<file path="config.mk">
export PLATFORM = sky130hd
export DESIGN_NAME = intersection_phase_scheduler
export DESIGN_NICKNAME = d
export VERILOG_FILES = /design/src/rtl/intersection_phase_scheduler.sv
export SDC_FILE = /design/constraint.sdc
export NUM_CORES = 1
export LEC_CHECK = 0
export BUFFER_PORTS_ARGS = -buffer_cell sky130_fd_sc_hd__buf_2
export CORE_MARGIN = 4
export CORE_UTILIZATION = 51
export CTS_CLUSTER_DIAMETER = 200
export DETAILED_ROUTE_END_ITERATION = 6
export GPL_TIMING_DRIVEN = 0
export PLACE_DENSITY = 0.75
export SYNTH_ARGS = -nofsm -noshare
export SYNTH_HDL_FRONTEND = slang
export SYNTH_SLANG_ARGS = --single-unit
</file>
<file path="constraint.sdc">
create_clock -name clk -period 2.39 [get_ports clk]
set_input_delay 0.239 -clock clk [delete_from_list [all_inputs] [get_ports clk]]
set_output_delay 0.239 -clock clk [all_outputs]
set_load 0.01 [all_outputs]
</file>
<file path="src/rtl/intersection_phase_scheduler.sv">
// Two-approach (NS/EW) intersection phase scheduler with min/max green, yellow and all-red clearance.
// Define PED_WALK_EN to enable the pedestrian walk phase; undefined, ped_req is ignored and walk stays 0.
module intersection_phase_scheduler #(
   parameter int GREEN_MIN = 8,
   parameter int GREEN_MAX = 32,
   parameter int YELLOW_T  = 4,
   parameter int ALLRED_T  = 2,
   parameter int WALK_T    = 10,
   parameter int CNT_W     = 6
) (
   input  logic       clk,
   input  logic       reset,
   input  logic       enable,
   input  logic       ns_req,
   input  logic       ew_req,
   input  logic       ped_req,
   output logic       ns_red,
   output logic       ns_yellow,
   output logic       ns_green,
   output logic       ew_red,
   output logic       ew_yellow,
   output logic       ew_green,
   output logic       walk,
   output logic [2:0] phase
);
   typedef enum logic [2:0] {
      ALL_RED   = 3'd0,
      NS_GREEN  = 3'd1,
      NS_YELLOW = 3'd2,
      NS_CLEAR  = 3'd3,
      EW_GREEN  = 3'd4,
      EW_YELLOW = 3'd5,
      EW_CLEAR  = 3'd6,
      PED_WALK  = 3'd7
   } state_t;

   localparam logic [CNT_W-1:0] GMIN_END   = CNT_W'(GREEN_MIN - 1);
   localparam logic [CNT_W-1:0] GMAX_END   = CNT_W'(GREEN_MAX - 1);
   localparam logic [CNT_W-1:0] YELLOW_END = CNT_W'(YELLOW_T - 1);
   localparam logic [CNT_W-1:0] ALLRED_END = CNT_W'(ALLRED_T - 1);
   localparam logic [CNT_W-1:0] WALK_END   = CNT_W'(WALK_T - 1);
`ifdef PED_WALK_EN
   localparam bit PED_ON = 1'b1;
`else
   localparam bit PED_ON = 1'b0;
   logic ped_unused;
   assign ped_unused = ped_req;
`endif

   // Lamp vector order: {ns_red, ns_yellow, ns_green, ew_red, ew_yellow, ew_green, walk}
   localparam logic [6:0] LAMPS_RESET = 7'b100_100_0;

   state_t           state_q, state_d, grant;
   logic [CNT_W-1:0] timer_q, timer_d;
   logic             ns_pend_q, ns_pend_d;
   logic             ew_pend_q, ew_pend_d;
   logic             ped_pend_q, ped_pend_d;
   logic             last_ns_q, last_ns_d;
   logic [6:0]       lamps_q, lamps_d;
   logic             opp_pend, last_pend;

   function automatic logic [6:0] lamp_decode(input state_t s);
      logic [6:0] l;
      case (s)
         NS_GREEN:  l = 7'b001_100_0;
         NS_YELLOW: l = 7'b010_100_0;
         EW_GREEN:  l = 7'b100_001_0;
         EW_YELLOW: l = 7'b100_010_0;
         PED_WALK:  l = {6'b100_100, PED_ON};
         default:   l = LAMPS_RESET;
      endcase
      return l;
   endfunction

   always_comb begin
      opp_pend  = last_ns_q ? ew_pend_q : ns_pend_q;
      last_pend = last_ns_q ? ns_pend_q : ew_pend_q;
      if (ped_pend_q)
         grant = PED_WALK;
      else if (!opp_pend && last_pend)  // re-grant the last approach only when the other side is idle
         grant = last_ns_q ? NS_GREEN : EW_GREEN;
      else
         grant = last_ns_q ? EW_GREEN : NS_GREEN;
   end

   always_comb begin
      state_d = state_q;
      timer_d = timer_q;
      if (enable) begin
         timer_d = timer_q + 1'b1;
         case (state_q)
            ALL_RED:   if (timer_q == ALLRED_END) state_d = grant;
            NS_GREEN:  if ((timer_q >= GMIN_END && (ew_pend_q || ped_pend_q)) || timer_q == GMAX_END)
                          state_d = NS_YELLOW;
            NS_YELLOW: if (timer_q == YELLOW_END) state_d = NS_CLEAR;
            NS_CLEAR:  if (timer_q == ALLRED_END) state_d = grant;
            EW_GREEN:  if ((timer_q >= GMIN_END && (ns_pend_q || ped_pend_q)) || timer_q == GMAX_END)
                          state_d = EW_YELLOW;
            EW_YELLOW: if (timer_q == YELLOW_END) state_d = EW_CLEAR;
            EW_CLEAR:  if (timer_q == ALLRED_END) state_d = grant;
            PED_WALK:  if (timer_q == WALK_END) state_d = ALL_RED;
            default:   state_d = ALL_RED;
         endcase
         if (state_d != state_q)
            timer_d = '0;
      end

      // Requests latch regardless of enable; entering the served phase clears its bit and wins.
      ns_pend_d = ns_pend_q | (ns_req && state_q != NS_GREEN);
      ew_pend_d = ew_pend_q | (ew_req && state_q != EW_GREEN);
      last_ns_d = last_ns_q;
      if (state_d == NS_GREEN && state_q != NS_GREEN) begin
         ns_pend_d = 1'b0;
         last_ns_d = 1'b1;
      end
      if (state_d == EW_GREEN && state_q != EW_GREEN) begin
         ew_pend_d = 1'b0;
         last_ns_d = 1'b0;
      end
`ifdef PED_WALK_EN
      ped_pend_d = ped_pend_q | ped_req;
      if (state_d == PED_WALK && state_q != PED_WALK)
         ped_pend_d = 1'b0;
`else
      ped_pend_d = 1'b0;
`endif
      lamps_d = lamp_decode(state_d);
   end

   always_ff @(posedge clk or posedge reset) begin
      if (reset) begin
         state_q    <= ALL_RED;
         timer_q    <= '0;
         ns_pend_q  <= 1'b0;
         ew_pend_q  <= 1'b0;
         ped_pend_q <= 1'b0;
         last_ns_q  <= 1'b0;
         lamps_q    <= LAMPS_RESET;
      end else begin
         state_q    <= state_d;
         timer_q    <= timer_d;
         ns_pend_q  <= ns_pend_d;
         ew_pend_q  <= ew_pend_d;
         ped_pend_q <= ped_pend_d;
         last_ns_q  <= last_ns_d;
         lamps_q    <= lamps_d;
      end
   end

   assign {ns_red, ns_yellow, ns_green, ew_red, ew_yellow, ew_green, walk} = lamps_q;
   assign phase = state_q;

endmodule

</file>
==> reports/summary.txt, run 1 <==
PortBufs = 12
GRT Util Overall = 17.8%
Critical path type = reg2reg
DIE HEIGHT = 56.4 um
Post-synth top flop = dfrtp_1
Reg2Reg Capture Point = timer_q[2]
Area Overhead vs Synth = 19.3%
Leak = 0.629 nW
Routed Antenna Nets = 0
Post-Synthesis Cells = 133
Crit path DAT = 2.69 ns
Row count = 17
R2R depth = 8
Register area share after synthesis = 37.9%
Synth warnings = 0
RePlAce Congestion = 0.882
Antenna Cells = 0
Fin crit share = 103%
Max-Cap Viols = 0
First-pass GRT wire length = 4530 um
Worst skew pair latency = 0.29 ns
Pin count of the biggest net entering global routing = 19
Worst hold slack = 0.0158 ns
Reg2reg setup slack = -0.07 ns
CTS tree = done
Total Wirelength = 2680 um
Reg-to-Reg Start = timer_q[1]
Starting density of the core = 54.0%
CTS sink cnt = 18
RSZ-0062 raised after global routing = yes
DRT Pass-1 Iters = 4
Netlist cell types = 52
Yosys reg bits = 18
Share of layout cells above drive strength 1 = 28.7%
Final hold violation count = 0
DP Worst Slack = -0.120 ns
Hold Path Class = in2async
Via count = 1064
Initial antenna violation count = 0
Max_slew headroom = 57.6%
PwrDens = 1300 nW/um^2
Setup crit end kind = register
Final Skew = 0.00610 ns
Status = finished, violations left
Async S/R FF share, synth = 100%
Total CTS buffers = 3
Final min period = 2.46 ns
Post-CTS Hold Fix Bufs = 0
Met1 Wirelength = 1280 um
Power Total = 1.85 mW
Met3 wire len = 140 um
Most frequent cells in the layout = dfrtp_1, buf_2, nor2_1, buf_4, clkbuf_1
Syn avg cell area = 8.98 um^2
Max VDD drop = 0.814 mV
WL per Instance = 14.5 um
Slack of the critical path = -0.0695 ns
Iter 0 DRT Violations = 31
Crit-path max FO = 8
Clock root buffer master = clkbuf_4
Clk pin slew, worst setup/hold paths = 0.10 ns
Top Metal Used = met4
Failing checks = negative setup slack
Clk buf depth = 2
Measured slew at the worst slew-check pin = 0.635 ns
Total Nets Final = 166
Highest clock rate = 407 MHz
Post-synth EDFFs = 0
DR DRC count = 0
Die area = 3180 um^2
Critical Path Source = timer_q[1]
Die width = 56.4 um
H-tree depth = 1
CP required = 2.62 ns
Via/cell ratio = 5.75
Routed wl met2 = 1250 um
CP endpoint = timer_q[2]
Setup-failing EPs final = 6
Critical Path Start Type = register
Most common cell after layout, fill and taps aside = dfrtp_1
Syn_nets = 141
Final Max Tran Viols = 0
Vias in the first global route = 978
Core box area = 2210 um^2
GRT overflow = 0
Num ports = 16
Netlist Area Pre-Place = 1190 um^2
Detail Placement HPWL = 1920 um
-- per-stage QoR --
step / area, um^2 / utilization (%) / std cells / TNS, ns
3_5_place_dp: 1290 / 58.3 / 173 / -0.798
2_1_floorplan: 1190 / - / 133 / 0
5_1_grt: 1430 / 64.4 / 185 / -1.13
3_3_place_gp: 1290 / 58.3 / 173 / -0.414
6_report: 1430 / 64.4 / 185 / -0.229
4_1_cts: 1370 / 61.8 / 180 / -0.531
-- worst min path at each step --
| stage | endpoint | from | slack, ns | cells after the start |
|---|---|---|---|---|
| after floorplan | ew_pend_q | reset | 0.18 | 1 |
| after global placement | timer_q[0] | reset | 0.35 | 2 |
| after detailed placement | timer_q[1] | reset | 0.35 | 2 |
| after CTS | ns_pend_q | reset | 0.03 | 2 |
| after global routing | lamps_q[1] | reset | 0.08 | 2 |
| final | lamps_q[1] | reset | 0.02 | 2 |
-- final cells by class --
| class | instances | area [um^2] |
|---|---|---|
| fillers | 199 | 787 |
| plain buffers | 11 | 53.8 |
| flip-flops and latches | 18 | 454 |
| well taps | 28 | 35.0 |
| inverters | 8 | 30.0 |
| multi-input cells | 96 | 696 |
| clock buffers | 4 | 36.3 |
| repair buffers | 20 | 120 |
-- sequential cells by signal, summed over array words and instances, names as in the netlist --
name and count:
lamps_q 6, timer_q 6, phase 3, ew_pend_q 1, last_ns_q 1, ns_pend_q 1
-- worst max-delay path: stages (launching register included) --
cell     delay, ns
dfrtp_1       0.40
inv_2         0.08
ha_4          0.12
or4b_4        0.49
or4_4         0.45
a211o_1       0.34
a41o_4        0.26
o21ai_1       0.14
a21o_1        0.13
-- cells in the mapped netlist, types with 2 or more instances --
| master | number | area [um^2] |
|---|---|---|
| a211o_1 | 4 | 35.0 |
| a21o_1 | 3 | 22.5 |
| a21oi_1 | 8 | 40.0 |
| a31oi_1 | 2 | 12.5 |
| and3_1 | 2 | 12.5 |
| clkbuf_1 | 8 | 30.0 |
| dfrtp_1 | 16 | 400 |
| dfstp_2 | 2 | 52.6 |
| ha_1 | 2 | 25.0 |
| inv_1 | 8 | 30.0 |
| nand2_1 | 6 | 22.5 |
| nand2b_1 | 4 | 25.0 |
| nand3_1 | 6 | 30.0 |
| nand4_1 | 3 | 18.8 |
| nor2_1 | 9 | 33.8 |
| nor2b_1 | 4 | 25.0 |
| nor3_1 | 3 | 15.0 |
| nor4_1 | 3 | 18.8 |
| o211ai_1 | 2 | 15.0 |
| o21ai_0 | 3 | 15.0 |
| o21ai_1 | 2 | 10.0 |
| o2bb2ai_1 | 2 | 17.5 |
| o31ai_1 | 2 | 15.0 |
-- logic make-up (layout without fill, tap and decap cells) --
family | count (synthesis) | after routing | synth area share (%)
muxes | 1 | 1 | 0.942
and+or+nand+nor | 51 | 51 | 25.5
adders and majority gates | 2 | 2 | 2.09
AOI/OAI and AO/OA | 39 | 39 | 24.7
xor gates and xnor gates | 2 | 2 | 1.47
other | 1 | 1 | 0.314
DFF | 18 | 18 | 37.9
buffers and inverters | 19 | 43 | 7.02
-- per-layer routing --
metal / up-vias / track usage (%)
met3: 2 / 3.22
li1: 539 / -
met5: - / 0
met2: 26 / 28.2
met4: 0 / 6.10
met1: 497 / 24.3
-- report_power, final --
group          total, mW  switching (mW)  internal, mW
logic               1.17           0.653         0.516
clock network      0.181          0.0883        0.0927
registers          0.503          0.0744         0.429
total               1.85           0.816          1.04
-- what timing repair did --
action                                  in CTS  in global routing
endpoints found under the setup margin      14                 14
setup buffers                                3                  5
pin swaps                                    6                  6
resized for setup                            4                  5
cloned                                       0                  0
No activity file was read; power rests on OpenSTA's default activity.
==> run 2, diff against run 1 <==
GPL_TIMING_DRIVEN = 1   (was 0)
==> reports/summary.txt, run 2 (same netlist as run 1, synthesis figures left out) <==
Starting density of the core = 54.0%
Combinational Power Share = 63.4%
Crit path DAT = 2.67 ns
RSZ-0062 raised after global routing = yes
Crit-path max FO = 7
Reg2reg setup slack = -0.12 ns
GRT overflow = 0
Worst skew pair latency = 0.28 ns
Worst hold slack = 0.0229 ns
Share of layout cells above drive strength 1 = 31.6%
Clk pin slew, worst setup/hold paths = 0.10 ns
Clk pwr share = 7.8%
Hold Path Class = in2async
Via/cell ratio = 5.98
H-tree depth = 1
Clock root buffer master = clkbuf_4
Clk buf depth = 2
Antenna Cells = 0
Setup-failing EPs final = 10
Measured slew at the worst slew-check pin = 0.643 ns
DP Area = 1330 um^2
Setup crit end kind = register
Max-Cap Viols = 0
Total Wirelength = 2760 um
Routed Antenna Nets = 0
Cell area after layout = 1430 um^2
Via count = 1095
Reg area = 453 um^2
Fill cells = 183
Multi-input logic area = 697 um^2
GRT Util Overall = 18.4%
Die area = 3180 um^2
DR DRC count = 0
Switching part of the total = 44.5%
Detail Placement HPWL = 2000 um
DIE HEIGHT = 56.4 um
Fin crit share = 105%
Iter 0 DRT Violations = 15
Final min period = 2.51 ns
Initial antenna violation count = 0
Num ports = 16
Switch Pwr = 832 uW
Failing checks = negative setup slack
Area Overhead vs Synth = 19.7%
Total Nets Final = 164
Status = finished, violations left
RePlAce Congestion = 0.866
CTS tree = done
Most frequent cells in the layout = dfrtp_1, buf_4, buf_2
Most common cell after layout, fill and taps aside = dfrtp_1
Row count = 17
Critical path type = reg2reg
Highest clock rate = 398 MHz
Final Skew = 0.0120 ns
PortBufs = 13
Leak = 0.641 nW
Critical Path Start Type = register
Vias in the first global route = 1004
Final Max Tran Viols = 0
Total CTS buffers = 3
Max VDD drop = 0.799 mV
Sequential share of power = 28.8%
Core box area = 2210 um^2
Final hold violation count = 0
Die width = 56.4 um
Pin count of the biggest net entering global routing = 19
DRT Pass-1 Iters = 4
PwrDens = 1310 nW/um^2
WL per Instance = 15.1 um
CTS sink cnt = 18
P_int = 1.04 mW
Max_slew headroom = 57.1%
CP required = 2.55 ns
Slack of the critical path = -0.122 ns
First-pass GRT wire length = 4740 um
[run 2: final timing paths]
path                                   to  startpoint  cells past startpoint
worst min-delay path            ew_pend_q       reset                      2
worst max register to register  ns_pend_q  timer_q[1]                      8
min in group clk                ew_pend_q      ew_req                      3
worst min register to register  last_ns_q   last_ns_q                      1
worst max-delay path            ns_pend_q  timer_q[1]                      8
max in group asynchronous       ns_pend_q       reset                      2
[run 2: per-layer routing]
layer,part of all wire (%),track usage (%)
met5,0,0
met2,46,27.9
met4,1.7,7.46
met1,47,26.3
met3,5.4,2.30
[run 2: worst max-delay path, stage by stage (launching register included)]
cell	delay, ns
dfrtp_1	0.41
inv_2	0.08
ha_4	0.12
or4b_4	0.49
or4_4	0.45
a211o_1	0.31
a31oi_4	0.31
buf_4	0.17
a21oi_2	0.04
[run 2: area by class of cell]
cell class              count  share of cell area, %
inverters                   8                   2.10
flip-flops and latches     18                   31.7
repair buffers             29                   13.2
multi-input cells          96                   48.7
clock buffers               4                   1.84
well taps                  28                   2.45
[run 2: timing repair]
item                                    4_1_cts  5_1_grt
endpoints found under the setup margin       12       15
resized for setup                             2        8
buffers inserted                              1        3
pin swaps                                     3        3
hold buffers                                  0        0
[run 2: metrics by stage]
stage | setup TNS, ns | worst slack, ns | instances | power, mW | utilization [%]
2_1_floorplan | 0 | 0.0859 | 133 | 1.27 | -
3_3_place_gp | -0.220 | -0.0618 | 175 | 1.54 | 60.2
3_5_place_dp | -0.523 | -0.0904 | 175 | 1.58 | 60.2
4_1_cts | -0.362 | -0.0914 | 180 | 1.77 | 62.2
5_1_grt | -1.79 | -0.205 | 183 | 2.04 | 64.6
6_report | -0.538 | -0.122 | 183 | 1.87 | 64.6
[run 2: power by group through the flow]
stage | registers, mW | logic (mW) | clock network, mW
finish | 0.538 | 1.19 | 0.146
global placement | 0.524 | 1.01 | 0
floorplan | 0.527 | 0.745 | 0
global route | 0.558 | 1.31 | 0.168
detailed placement | 0.535 | 1.04 | 0
CTS | 0.529 | 1.09 | 0.152
